==> src/rtl/shifter_pkg.sv <==
// Shared types and elaboration helpers for the pipelined barrel shifter.
package shifter_pkg;

    typedef enum logic [1:0] {
        SRL  = 2'd0,
        SRA  = 2'd1,
        SLL  = 2'd2,
        RSVD = 2'd3
    } shift_mode_e;

    // Barrel levels carried by each register stage; the last stage may get fewer.
    function automatic int levels_per_stage(input int levels, input int stages);
        return (levels + stages - 1) / stages;
    endfunction

endpackage

==> src/rtl/shifter_pipe_if.sv <==
// Operand/result stream bundle between a producer and the shifter pipeline.
interface shifter_pipe_if
    import shifter_pkg::*;
#(
    parameter int WIDTH  = 48,
    parameter int SHW    = 8,
    parameter int USER_W = 8
) ();

    logic              in_valid;
    logic              in_ready;
    logic [WIDTH-1:0]  in_data;
    logic [SHW-1:0]    in_shamt;
    shift_mode_e       in_mode;
    logic [USER_W-1:0] in_user;

    logic              out_valid;
    logic              out_ready;
    logic [WIDTH-1:0]  out_data;
    logic              out_lost;
    logic [USER_W-1:0] out_user;

    modport master (
        output in_valid, in_data, in_shamt, in_mode, in_user, out_ready,
        input  in_ready, out_valid, out_data, out_lost, out_user
    );

    modport slave (
        input  in_valid, in_data, in_shamt, in_mode, in_user, out_ready,
        output in_ready, out_valid, out_data, out_lost, out_user
    );

endinterface

==> src/rtl/shifter_level.sv <==
// One combinational barrel level: shifts by AMT when enabled and folds the
// discarded bits into the running lost flag.
module shifter_level
    import shifter_pkg::*;
#(
    parameter int WIDTH = 48,
    parameter int AMT   = 1
) (
    input  logic [WIDTH-1:0] data_i,
    input  shift_mode_e      mode_i,
    input  logic             en_i,
    input  logic             lost_i,
    output logic [WIDTH-1:0] data_o,
    output logic             lost_o
);

    always_comb begin
        data_o = data_i;
        lost_o = lost_i;
        if (en_i) begin
            case (mode_i)
                SLL: begin
                    data_o = data_i << AMT;
                    lost_o = lost_i | (|data_i[WIDTH-1 -: AMT]);
                end
                SRA: begin
                    data_o = $signed(data_i) >>> AMT;
                    lost_o = lost_i | (|data_i[AMT-1:0]);
                end
                default: begin
                    data_o = data_i >> AMT;
                    lost_o = lost_i | (|data_i[AMT-1:0]);
                end
            endcase
        end
    end

endmodule

==> src/rtl/shifter_pipe.sv <==
// Pipelined barrel shifter with lost-bit flag and valid/ready flow control;
// barrel levels are spread over PIPE_STAGES register stages.
module shifter_pipe
    import shifter_pkg::*;
#(
    parameter int WIDTH       = 48,
    parameter int SHW         = 8,
    parameter int PIPE_STAGES = 2,
    parameter int USER_W      = 8
) (
    input logic           clk,
    input logic           rst_n,
    shifter_pipe_if.slave bus
);

    localparam int L   = $clog2(WIDTH);
    localparam int LPS = levels_per_stage(L, PIPE_STAGES);

    logic             sat;
    logic [WIDTH-1:0] sat_data;
    logic             sat_lost;
    logic [L-1:0]     sat_shamt;

    // Saturated SRA keeps the sign bit in every result position, so only the
    // magnitude bits count as lost.
    always_comb begin
        sat       = bus.in_shamt >= SHW'(WIDTH);
        sat_data  = bus.in_data;
        sat_lost  = 1'b0;
        sat_shamt = bus.in_shamt[L-1:0];
        if (sat) begin
            sat_shamt = '0;
            if (bus.in_mode == SRA) begin
                sat_data = {WIDTH{bus.in_data[WIDTH-1]}};
                sat_lost = |bus.in_data[WIDTH-2:0];
            end else begin
                sat_data = '0;
                sat_lost = |bus.in_data;
            end
        end
    end

    for (genvar j = 0; j < L; j++) begin : g_lvl
        localparam int G = j / LPS;
        localparam int K = L - 1 - j;

        logic [WIDTH-1:0] din;
        logic [WIDTH-1:0] dout;
        logic             lin;
        logic             lout;
        logic             en;
        shift_mode_e      mode;

        if (G == 0) begin : g_ctl
            assign mode = bus.in_mode;
            assign en   = sat_shamt[K];
        end else begin : g_ctl
            assign mode = g_stage[G-1].mode_q;
            assign en   = g_stage[G-1].shamt_q[K];
        end

        if (j == 0) begin : g_src
            assign din = sat_data;
            assign lin = sat_lost;
        end else if (j == G * LPS) begin : g_src
            assign din = g_stage[G-1].data_q;
            assign lin = g_stage[G-1].lost_q;
        end else begin : g_src
            assign din = g_lvl[j-1].dout;
            assign lin = g_lvl[j-1].lout;
        end

        shifter_level #(
            .WIDTH (WIDTH),
            .AMT   (1 << K)
        ) u_level (
            .data_i (din),
            .mode_i (mode),
            .en_i   (en),
            .lost_i (lin),
            .data_o (dout),
            .lost_o (lout)
        );
    end

    for (genvar g = 0; g < PIPE_STAGES; g++) begin : g_stage
        localparam int LO = g * LPS;
        localparam int HI = ((g + 1) * LPS < L) ? (g + 1) * LPS - 1 : L - 1;

        logic              en;
        logic              up_valid;
        logic              valid_q;
        logic [WIDTH-1:0]  data_q;
        logic [WIDTH-1:0]  data_d;
        logic              lost_q;
        logic              lost_d;
        shift_mode_e       mode_q;
        shift_mode_e       mode_d;
        logic [L-1:0]      shamt_q;
        logic [L-1:0]      shamt_d;
        logic [USER_W-1:0] user_q;
        logic [USER_W-1:0] user_d;
        logic              unused_ctl;

        if (g == 0) begin : g_up
            assign up_valid = bus.in_valid;
            assign user_d   = bus.in_user;
            assign mode_d   = bus.in_mode;
            assign shamt_d  = sat_shamt;
        end else begin : g_up
            assign up_valid = g_stage[g-1].valid_q;
            assign user_d   = g_stage[g-1].user_q;
            assign mode_d   = g_stage[g-1].mode_q;
            assign shamt_d  = g_stage[g-1].shamt_q;
        end

        // A stage with no levels of its own just retimes the previous result.
        if (LO < L) begin : g_res
            assign data_d = g_lvl[HI].dout;
            assign lost_d = g_lvl[HI].lout;
        end else begin : g_res
            assign data_d = g_stage[g-1].data_q;
            assign lost_d = g_stage[g-1].lost_q;
        end

        if (g == PIPE_STAGES - 1) begin : g_en
            assign en = !valid_q || bus.out_ready;
        end else begin : g_en
            assign en = !valid_q || g_stage[g+1].en;
        end

        assign unused_ctl = ^{mode_q, shamt_q};

        always_ff @(posedge clk or negedge rst_n) begin
            if (!rst_n) begin
                valid_q <= 1'b0;
                data_q  <= '0;
                lost_q  <= 1'b0;
                mode_q  <= SRL;
                shamt_q <= '0;
                user_q  <= '0;
            end else if (en) begin
                valid_q <= up_valid;
                if (up_valid) begin
                    data_q  <= data_d;
                    lost_q  <= lost_d;
                    mode_q  <= mode_d;
                    shamt_q <= shamt_d;
                    user_q  <= user_d;
                end
            end
        end
    end

    assign bus.in_ready  = g_stage[0].en;
    assign bus.out_valid = g_stage[PIPE_STAGES-1].valid_q;
    assign bus.out_data  = g_stage[PIPE_STAGES-1].data_q;
    assign bus.out_lost  = g_stage[PIPE_STAGES-1].lost_q;
    assign bus.out_user  = g_stage[PIPE_STAGES-1].user_q;

endmodule

==> src/flat_wrapper.sv <==
// flat-port wrapper written by rule: the top's interface ports become plain ports
module shifter_pipe_flat import shifter_pkg::*;
#(
    parameter int WIDTH       = 48,
    parameter int SHW         = 8,
    parameter int PIPE_STAGES = 2,
    parameter int USER_W      = 8
)
  (clk, rst_n, bus_in_valid, bus_in_data, bus_in_shamt, bus_in_mode, bus_in_user, bus_out_ready, bus_in_ready, bus_out_valid, bus_out_data, bus_out_lost, bus_out_user);
  shifter_pipe_if #(.WIDTH(WIDTH), .SHW(SHW), .USER_W(USER_W)) bus_i ();
  input logic clk;
  input logic rst_n;
  input wire logic [$bits(bus_i.in_valid)-1:0] bus_in_valid;
  input wire logic [$bits(bus_i.in_data)-1:0] bus_in_data;
  input wire logic [$bits(bus_i.in_shamt)-1:0] bus_in_shamt;
  input wire logic [$bits(bus_i.in_mode)-1:0] bus_in_mode;
  input wire logic [$bits(bus_i.in_user)-1:0] bus_in_user;
  input wire logic [$bits(bus_i.out_ready)-1:0] bus_out_ready;
  output wire logic [$bits(bus_i.in_ready)-1:0] bus_in_ready;
  output wire logic [$bits(bus_i.out_valid)-1:0] bus_out_valid;
  output wire logic [$bits(bus_i.out_data)-1:0] bus_out_data;
  output wire logic [$bits(bus_i.out_lost)-1:0] bus_out_lost;
  output wire logic [$bits(bus_i.out_user)-1:0] bus_out_user;
  assign bus_i.in_valid = bus_in_valid;
  assign bus_i.in_data = bus_in_data;
  assign bus_i.in_shamt = bus_in_shamt;
  assign bus_i.in_mode = bus_in_mode;
  assign bus_i.in_user = bus_in_user;
  assign bus_i.out_ready = bus_out_ready;
  assign bus_in_ready = bus_i.in_ready;
  assign bus_out_valid = bus_i.out_valid;
  assign bus_out_data = bus_i.out_data;
  assign bus_out_lost = bus_i.out_lost;
  assign bus_out_user = bus_i.out_user;
  shifter_pipe #(.WIDTH(WIDTH), .SHW(SHW), .PIPE_STAGES(PIPE_STAGES), .USER_W(USER_W)) u_core (.clk(clk), .rst_n(rst_n), .bus(bus_i));
endmodule
==> config.mk <==
export PLATFORM = sky130hd
export DESIGN_NAME = shifter_pipe_flat
export DESIGN_NICKNAME = d
export VERILOG_FILES = /design/src/rtl/shifter_pkg.sv /design/src/rtl/shifter_pipe_if.sv /design/src/rtl/shifter_level.sv /design/src/rtl/shifter_pipe.sv /design/src/flat_wrapper.sv
export SDC_FILE = /design/constraint.sdc
export NUM_CORES = 1
export LEC_CHECK = 0
export BUFFER_PORTS_ARGS = -buffer_cell sky130_fd_sc_hd__buf_2
export CAP_MARGIN = 20
export CORE_AREA = 8 8 142 144
export DETAILED_ROUTE_END_ITERATION = 16
export DIE_AREA = 0 0 150 152
export GPL_ROUTABILITY_DRIVEN = 0
export PLACE_DENSITY = 0.72
export SYNTH_ARGS = -nofsm -noshare
export SYNTH_HDL_FRONTEND = slang
export SYNTH_SLANG_ARGS = --single-unit
==> constraint.sdc <==
create_clock -name clk -period 3.3 [get_ports clk]
set_input_delay 0.165 -clock clk [delete_from_list [all_inputs] [get_ports clk]]
set_output_delay 0.165 -clock clk [all_outputs]
set_load 0.1 [all_outputs]
==> reports/results.ini <==
[run_status]
status = finished clean

[finish]
utilization_pct = 62.8
final_common_cell = nor2_1
syn_to_final_growth_pct = 16.0
layout_common_cells = nor2_1 (216), nand2_1 (132), buf_2 (127)
antennaDiodeCount = 0
drive_gt1_share_pct = 16.4
fin_nets = 1444

[yosys]
syn_nets = 1375
syn_avg_cell_area_um2 = 7.40
yosysSeqAreaShare_pct = 31.5
synthesis.area_mm2 = 0.00963
ys.flop_type = dfrtp_1
synthTopCellsByArea = dfrtp_1 (31%), a221oi_1 (9.1%), nor2_1 (8.4%), a21oi_1 (6.6%), nand2_1 (5.2%)
synth_cell_type_count = 69
synth_edf_count = 0
synthCells = 1301
synth_seq_cells = 121
synthArstFlopShare_pct = 100
yosys_warnings = 0
synth_top_area_share_pct = 31.5
netlist.top_cell.by_area = dfrtp_1

[worst_setup_path]
crit_fanout = 10
crit_type = input port to flip-flop
startpoint_type = input port
slowest_delay_ns = 0.58
cpMaxStageDelayCell = or4_1
reg2regPathDepth = 8
cp_top_family = simple AND/OR/NAND/NOR gates
cp-end-kind = flip-flop
crit_top_cell = o221ai_1
cp.required_ns = 3.60
crit_chain = dlygate4sd3_1 -> buf_2 -> inv_1 -> ha_1 -> or2_2 -> a32oi_1 -> o21ai_0 -> or4_1 -> o221ai_1 -> o221ai_1
path_buf_inv = 3
path_depth = 10
critPathArrivalTime_ns = 3.30

[sta]
worst_pin_slew_ns = 1.14
max_clock_freq_mhz = 333
hold_viol_final = 0
finalCritPeriodShare_pct = 91.1
min_period_ns = 3.00
relSlewSlack_pct = 23.1
final-setup-viol-count = 0
tns_ns = 0
slew_viol_final = 0
fin_hold_ws_ns = 0.0708
rsz0062_at_grt = false
fin_skew_ns = 0.00938

[pwr]
combPwrFrac_pct = 47.2
internal_power_mw = 3.83
p_switching_mw = 3.89
power.density_mw_per_mm2 = 691
clockPowerShare_pct = 26.2
p_seq_share_pct = 26.6
switching_share_pct = 50.4
p_leak_nw = 4.61
peakVddDrop_v = 0.000604

[die]
rows = 49
die_w_um = 150
die_h_um = 152
start_util_pct = 54.1
fp.coreArea_mm2 = 0.0178
die_area_mm2 = 0.0228
io_pins = 129

[clocking]
htreeDepth = 4
clkLatencyLatePin_ns = 0.43
clock_sinks = 121
cts_buffers = 17
clkTransAtPathRegs_ns = 0.07
clock_path_buffers = 2
cts_tree = built
root_buffer = clkbuf_16

[routing]
routed_wl_um = 35700
drc = 0
dr.pass1.iters = 7
drt-initial-drc-count = 1927
drt-wirelength-per-cell_um = 22.2
viasPerCell = 7.03
dr_wl_met2_um = 15800
wl_met1_um = 14000
dr_wl_met3_um = 4170
num_vias = 11300
highest_layer = met4
antenna_left = 0

[global_routing]
track_usage_pct = 30.7
grt_max_degree = 62
overflow = 0
grt_pass1_wl_um = 57100
grt_pass1_vias = 10400
grt_antenna_before_repair = 0

[worst_hold_path]
worstHoldPathCells = 3
hp-class = input port to flip-flop

[flow_run]
cap_violations = 0

[place]
port_buffers = 128
dpl.hpwl_um = 25500

## worst paths after layout
check	start	slack, ns	to
worst max-delay path	bus_in_mode[0]	0.30	u_core.g_lvl[3].lin$_DFFE_PN0P_
worst min-delay path	bus_out_ready	0.07	u_core.bus.out_valid$_DFFE_PN0P_
worst max register to register	u_core.g_lvl[3].mode[0]$_DFFE_PN0P_	0.34	u_core.bus.out_data[1]$_DFFE_PN0P_
worst min register to register	u_core.bus.out_user[7]$_DFFE_PN0P_	0.47	u_core.bus.out_user[7]$_DFFE_PN0P_
max in group asynchronous	rst_n	2.12	u_core.bus.out_user[3]$_DFFE_PN0P_
min in group asynchronous	rst_n	0.37	u_core.bus.out_data[42]$_DFFE_PN0P_
## Yosys cell counts (all sizes together), types with 8 or more instances
library cell	n
o21ai	80
and3	8
nand3	16
a22o	15
a31oi	11
buf	43
a211oi	18
a211o	8
and2	8
o22a	8
dfrtp	121
nor3	8
nand2	133
clkbuf	94
nor4	12
a21oi	126
a2bb2oi	17
a22oi	66
a221oi	101
inv	21
o211ai	8
nand2b	12
o22ai	58
nor2	217
## registers in the layout, indices dropped and copies added (netlist names)
register / count
u_core.g_stage.user_q: 8
u_core.g_lvl.mode: 2
u_core.g_stage.shamt_q: 3
u_core.g_stage.valid_q: 1
u_core.bus.out_valid: 1
u_core.bus.out_lost: 1
u_core.bus.out_user: 8
u_core.g_lvl.din: 48
u_core.bus.out_data: 48
u_core.g_lvl.lin: 1
## what timing repair did
| action | in CTS | in global routing |
|---|---|---|
| gates resized for setup | 0 | 1 |
| endpoints found under the setup margin | 0 | 1 |
| buffers inserted | 0 | 0 |
| hold buffers | 15 | 0 |
| hold endpoints to repair | 74 | 0 |
## power by group through the flow
stage | registers [mW] | logic (mW) | clock network, mW
5_1_grt | 2.09 | 3.85 | 2.12
6_report | 2.05 | 3.64 | 2.02
3_5_place_dp | 2.07 | 3.57 | 0
2_1_floorplan | 3.43 | 1.40 | 0
3_3_place_gp | 2.06 | 3.54 | 0
4_1_cts | 2.05 | 3.59 | 2.04
## layer usage
metal	vias up	GRT usage (%)
met5	-	0
met1	5246	41.2
met4	0	13.7
met2	793	45.5
li1	5092	-
met3	199	8.02
## logic make-up (layout without fill, tap and decap cells)
logic type	Yosys count	in the layout	synth area share, %
multiplexers	2	2	0.221
AO/OA/AOI/OAI	571	571	41.2
flip-flops	121	121	31.5
AND/OR/NAND/NOR	444	444	19.8
adder cells (fa/ha/maj)	4	4	0.520
buffers and inverters	159	241	6.75
## stage by stage
stage	area, um^2	total power, mW	instances	setup WS, ns
5_1_grt	11200	8.06	1612	0.0381
3_3_place_gp	10400	5.60	1565	0.496
2_1_floorplan	9630	4.83	1301	0.0689
6_report	11200	7.72	1612	0.295
3_5_place_dp	10400	5.64	1565	0.410
4_1_cts	11200	7.68	1612	0.325
## tightest hold or removal path, cell delays in order
cell      delay [ns]
buf_2           0.08
nand2b_1        0.14
nand2b_1        0.07
## cell type report
type	instances	area [um^2]
flip-flops and latches	121	3030
clock inverters	15	205
repair buffers	187	1150
well taps	229	287
inverters	22	82.6
multi-input cells	1021	5990
fillers	1612	6610
clock buffers	17	425
No activity file was read; power rests on OpenSTA's default activity.
